==> src/rtl/div_pkg.sv <==
// ---------------------------------------------------------------------------
// div_pkg -- shared definitions for the sequential restoring divider.
//
// Contents:
//   state_t            controller states (IDLE, CALC, DONE)
//   DIV_WIDTH_DEFAULT  default operand/quotient/remainder width
// ---------------------------------------------------------------------------
package div_pkg;

  typedef enum logic [1:0] {
    IDLE = 2'd0,
    CALC = 2'd1,
    DONE = 2'd2
  } state_t;

  localparam int DIV_WIDTH_DEFAULT = 16;

endpackage : div_pkg

==> src/rtl/div_step.sv <==
// ---------------------------------------------------------------------------
// div_step -- one combinational restoring-division iteration.
//
// Shifts the next dividend bit (MSB of q) into the partial remainder, then
// subtracts the divisor if it fits and records the quotient bit in the LSB.
//
// Ports:
//   r       in   WIDTH+1  partial remainder
//   q       in   WIDTH    dividend/quotient shift register
//   d       in   WIDTH    divisor
//   r_next  out  WIDTH+1  updated partial remainder
//   q_next  out  WIDTH    updated dividend/quotient shift register
// ---------------------------------------------------------------------------
module div_step
  import div_pkg::*;
#(
  parameter int WIDTH = DIV_WIDTH_DEFAULT
) (
  input  logic [WIDTH:0]   r,
  input  logic [WIDTH-1:0] q,
  input  logic [WIDTH-1:0] d,
  output logic [WIDTH:0]   r_next,
  output logic [WIDTH-1:0] q_next
);

  logic [WIDTH:0] r_shift;
  logic [WIDTH:0] d_ext;

  assign d_ext = {1'b0, d};

  always_comb begin
    // NOTE: every output gets a default before the conditional update, so no
    // path leaves a value unassigned and no latch is inferred.
    r_shift = (r << 1) | {{WIDTH{1'b0}}, q[WIDTH-1]};
    r_next  = r_shift;
    q_next  = q << 1;
    if (r_shift >= d_ext) begin
      r_next    = r_shift - d_ext;
      q_next[0] = 1'b1;
    end
  end

endmodule : div_step

==> src/rtl/div16_seq.sv <==
// ---------------------------------------------------------------------------
// div16_seq -- sequential unsigned restoring divider, one quotient bit per
// cycle, with valid/ready handshakes on the operand and result sides.
//
// A normal operation takes WIDTH CALC cycles; a zero divisor skips straight
// to DONE with quotient all-ones, remainder = dividend and div_by_zero set.
// Result registers change only on entry to DONE, so they hold the previous
// result at all other times.
//
// Ports:
//   clk          in   1      clock, rising edge
//   rst          in   1      synchronous active-high reset
//   in_valid     in   1      operand pair valid
//   in_ready     out  1      divider idle, can accept operands
//   dividend     in   WIDTH  unsigned dividend
//   divisor      in   WIDTH  unsigned divisor
//   out_valid    out  1      result valid
//   out_ready    in   1      sink accepts result
//   quotient     out  WIDTH  floor(dividend / divisor)
//   remainder    out  WIDTH  dividend mod divisor
//   div_by_zero  out  1      result came from a zero divisor
// ---------------------------------------------------------------------------
module div16_seq
  import div_pkg::*;
#(
  parameter int WIDTH = DIV_WIDTH_DEFAULT
) (
  input  logic             clk,
  input  logic             rst,
  input  logic             in_valid,
  output logic             in_ready,
  input  logic [WIDTH-1:0] dividend,
  input  logic [WIDTH-1:0] divisor,
  output logic             out_valid,
  input  logic             out_ready,
  output logic [WIDTH-1:0] quotient,
  output logic [WIDTH-1:0] remainder,
  output logic             div_by_zero
);

  localparam int CNT_W = $clog2(WIDTH + 1);
  localparam logic [CNT_W-1:0] LAST_STEP = CNT_W'(WIDTH - 1);

  state_t           state;
  logic [WIDTH:0]   r_reg;
  logic [WIDTH-1:0] q_reg;
  logic [WIDTH-1:0] d_reg;
  logic [CNT_W-1:0] cnt;

  logic [WIDTH:0]   r_next;
  logic [WIDTH-1:0] q_next;

  div_step #(.WIDTH(WIDTH)) u_step (
    .r      (r_reg),
    .q      (q_reg),
    .d      (d_reg),
    .r_next (r_next),
    .q_next (q_next)
  );

  // NOTE: all state is updated with non-blocking assignments so every register
  // samples pre-edge values, independent of statement order.
  always_ff @(posedge clk) begin
    // NOTE: reset is synchronous, so it only acts on a clock edge; it
    // overrides every handshake in the same cycle and discards any partial op.
    if (rst) begin
      state       <= IDLE;
      in_ready    <= 1'b1;
      out_valid   <= 1'b0;
      quotient    <= '0;
      remainder   <= '0;
      div_by_zero <= 1'b0;
      r_reg       <= '0;
      q_reg       <= '0;
      d_reg       <= '0;
      cnt         <= '0;
    end else begin
      case (state)
        IDLE: begin
          // in_ready is high throughout IDLE, so in_valid alone is the handshake.
          if (in_valid) begin
            d_reg    <= divisor;
            q_reg    <= dividend;
            r_reg    <= '0;
            cnt      <= '0;
            in_ready <= 1'b0;
            if (divisor == '0) begin
              state       <= DONE;
              out_valid   <= 1'b1;
              quotient    <= '1;
              remainder   <= dividend;
              div_by_zero <= 1'b1;
            end else begin
              state <= CALC;
            end
          end
        end

        CALC: begin
          r_reg <= r_next;
          q_reg <= q_next;
          cnt   <= cnt + CNT_W'(1);
          if (cnt == LAST_STEP) begin
            state       <= DONE;
            out_valid   <= 1'b1;
            quotient    <= q_next;
            // The restoring step keeps the remainder below the divisor, so
            // the extra compare bit is always zero here.
            remainder   <= r_next[WIDTH-1:0];
            div_by_zero <= 1'b0;
          end
        end

        DONE: begin
          // Results hold until the sink takes them; new operands are only
          // accepted from the following cycle.
          if (out_ready) begin
            state     <= IDLE;
            out_valid <= 1'b0;
            in_ready  <= 1'b1;
          end
        end

        default: begin
          state     <= IDLE;
          out_valid <= 1'b0;
          in_ready  <= 1'b1;
        end
      endcase
    end
  end

endmodule : div16_seq

==> config.mk <==
export PLATFORM = sky130hd
export DESIGN_NAME = div16_seq
export DESIGN_NICKNAME = d
export VERILOG_FILES = /design/src/rtl/div_pkg.sv /design/src/rtl/div_step.sv /design/src/rtl/div16_seq.sv
export SDC_FILE = /design/constraint.sdc
export NUM_CORES = 1
export LEC_CHECK = 0
export CAP_MARGIN = 0
export CORE_MARGIN = 5
export CORE_UTILIZATION = 45
export CTS_CLUSTER_DIAMETER = 120
export DETAILED_ROUTE_END_ITERATION = 8
export PLACE_DENSITY = 0.68
export SYNTH_ARGS = -nofsm -noshare
export SYNTH_HDL_FRONTEND = slang
export SYNTH_SLANG_ARGS = --single-unit
==> constraint.sdc <==
create_clock -name clk -period 4.4 [get_ports clk]
set_input_delay 0.88 -clock clk [delete_from_list [all_inputs] [get_ports clk]]
set_output_delay 0.88 -clock clk [all_outputs]
set_load 0.01 [all_outputs]
==> impl_metrics.ini <==
[outcome]
outcome = finished, final reports clean

[clocking]
root_buffer = clkbuf_8
clock_path_buffers = 2
post-cts-setup-buffers = 0
cts.sinks = 90
cts_hold_buf = 0
cts_buffers = 9
clk_pin_slew_ps = 90
post_cts_resized = 0
cts_max_level = 3
insertion_delay_ps = 360
cts_tree = done

[cells_and_area]
fill_cells = 981
utilization_pct = 55.6
layout_commonest_cell = dfxtp_1
fin_cells = 807
diodes = 0
drive_gt1_share_pct = 8.35
syn2layout_area_growth_pct = 19.8
finalInstanceArea_um2 = 5760
fin_nets = 721
final_cell_mix = dfxtp_1, nand2_1, o21ai_0

[floorplan]
io_pins = 71
dieArea_um2 = 12900
start_util_pct = 46.4
die_h_um = 113
rows = 37
die_x_um = 113
core_um2 = 10400

[setup_path]
r2r_setup_slack_ps = 1170
crit_path_frequent_cell = a21oi_1
path_cells = inv_1 > ha_1 > a21oi_1 > o21ai_0 > a21oi_1 > o21bai_1 > buf_4 > mux2i_1 > o21ai_1
crit_path_max_fanout = 11
slowest_delay_ps = 600
critPathLaunch = d_reg[6]
arrival_ps = 3460
endpoint_kind = register
critPathRequiredTime_ps = 4630
slowest_stage = o21bai_1
cp-start-kind = register
r2r-start = d_reg[6]
path_class = reg -> reg

[worst_hold_path]
hold_class = reg -> reg
hp-start = d_reg[13]

[routing]
routedWlPerCell_um = 16.7
drt_iter0_drc = 309
wl_um = 13500
via_per_inst = 5.77
drcViolationCount = 0
postRouteAntennaNets = 0
drt_first_pass_iters = 7
via_count = 4656

[logic_synthesis]
yosysSeqAreaShare_pct = 37.4
synth_nets = 665
synthArstFlopShare_pct = 0
netlist_instances = 610
ys_seq_elements = 90
yosysTopAreaCellShare_pct = 37.4
yosys_warnings = 0
synth_area_um2 = 4810
yosys.area.top_type = dfxtp_1
synth_edf_count = 0
syn_area_per_cell_um2 = 7.89
synth.area.top_cells = dfxtp_1, o21ai_0, nand2_1, a21oi_1, ha_1
synth_cell_types = 60
synth_flop_cell = dfxtp_1

[sta]
rsz0062_at_grt = false
slew_violations = 0
setup_viol = 0
maxSlewHeadroom_pct = 36.0
worst_slew_pin_slew_ps = 952
setup_ws_ps = 1170
fin_crit_sh_pct = 73.4
final.setup.tns_ps = 0
fmax_ghz = 0.310
skew_ps = 9.04
holdWs_ps = 460
hold_violations = 0
min_period_ps = 3230

[placed_design]
portBuffers = 70
pre_cts_ws_ps = 814
placed_cells = 791
placed_area_um2 = 5590
hpwl_um = 10300
routabilityCongestion = 0.947

[flow_run]
max_cap_violations = 0

[global_routing]
grt_remaining_overflow = 0
grtUsageTotal_pct = 21.6
antenna_found_initial = 0
grt_pass1_vias = 4479
grt_max_degree = 33
grt_pass1_wl_um = 22700

[power]
p_leak_nw = 2.17
powerDensity_nw_per_um2 = 522
finalPower_mw = 3.01
ir_drop_mv = 0.231
[cells by family after synthesis]
kind of cell | synth area share [%]
flops | 37.4
fa+ha+maj | 5.10
mux | 2.68
compound gates | 29.6
buf+inv | 5.72
simple gates | 17.4
xor+xnor | 2.00
[worst max-delay path: cells and delay by family, from the launching register on]
family	cells	cell delay (ps)
compound gates	5	1410
buf+inv	2	400
fa+ha+maj	1	430
mux	1	530
flops	1	340
[layer usage]
metal / wire [µm] / track usage (%) / vias to the layer above
met1: 6400 / 30.2 / 2192
met3: 791 / 4.67 / 17
met5: 0 / 0 / -
li1: - / - / 2288
met4: 187 / 5.85 / 0
met2: 6110 / 33.8 / 159
[path summary, 6_finish.rpt]
path                                      to  depth (start not counted)
worst max-delay path            remainder[2]                          9
worst min-delay path               d_reg[13]                          2
worst max register to register  remainder[2]                          9
worst min register to register     d_reg[13]                          2
[synthesized netlist by cell type, types with 2 or more instances]
master,instances
dfxtp_1,90
nand2_1,89
o21ai_0,72
nor2_1,60
a21oi_1,58
clkbuf_1,29
inv_1,23
ha_1,18
o221a_2,16
o21ai_1,12
a31oi_1,11
mux2i_1,10
a21o_1,8
nor2b_1,8
xnor2_1,8
o21a_1,7
a211oi_1,6
nand3_1,6
nor4_1,6
and3_1,5
nor3_1,5
o21bai_1,4
o31ai_1,4
and4_1,3
buf_2,3
buf_6,3
o22ai_1,3
or4_1,3
xor2_1,3
a221oi_1,2
a22oi_1,2
and2b_1,2
o2111ai_1,2
o211ai_1,2
o21ai_2,2
[area by class of cell]
cell class	count	area [µm²]	area share, %
inverters	24	90.1	1.56
repair buffers	82	791	13.7
well taps	136	170	2.95
flip-flops and latches	90	1800	31.3
clock inverters	7	52.6	0.912
clock buffers	9	124	2.15
multi-input cells	459	2740	47.4
[report_power, final]
part	internal (mW)	switching, mW
Clock	0.209	0.318
Combinational	0.639	0.814
Sequential	0.927	0.0994
Total	1.78	1.23
No activity file was read; power rests on OpenSTA's default activity.
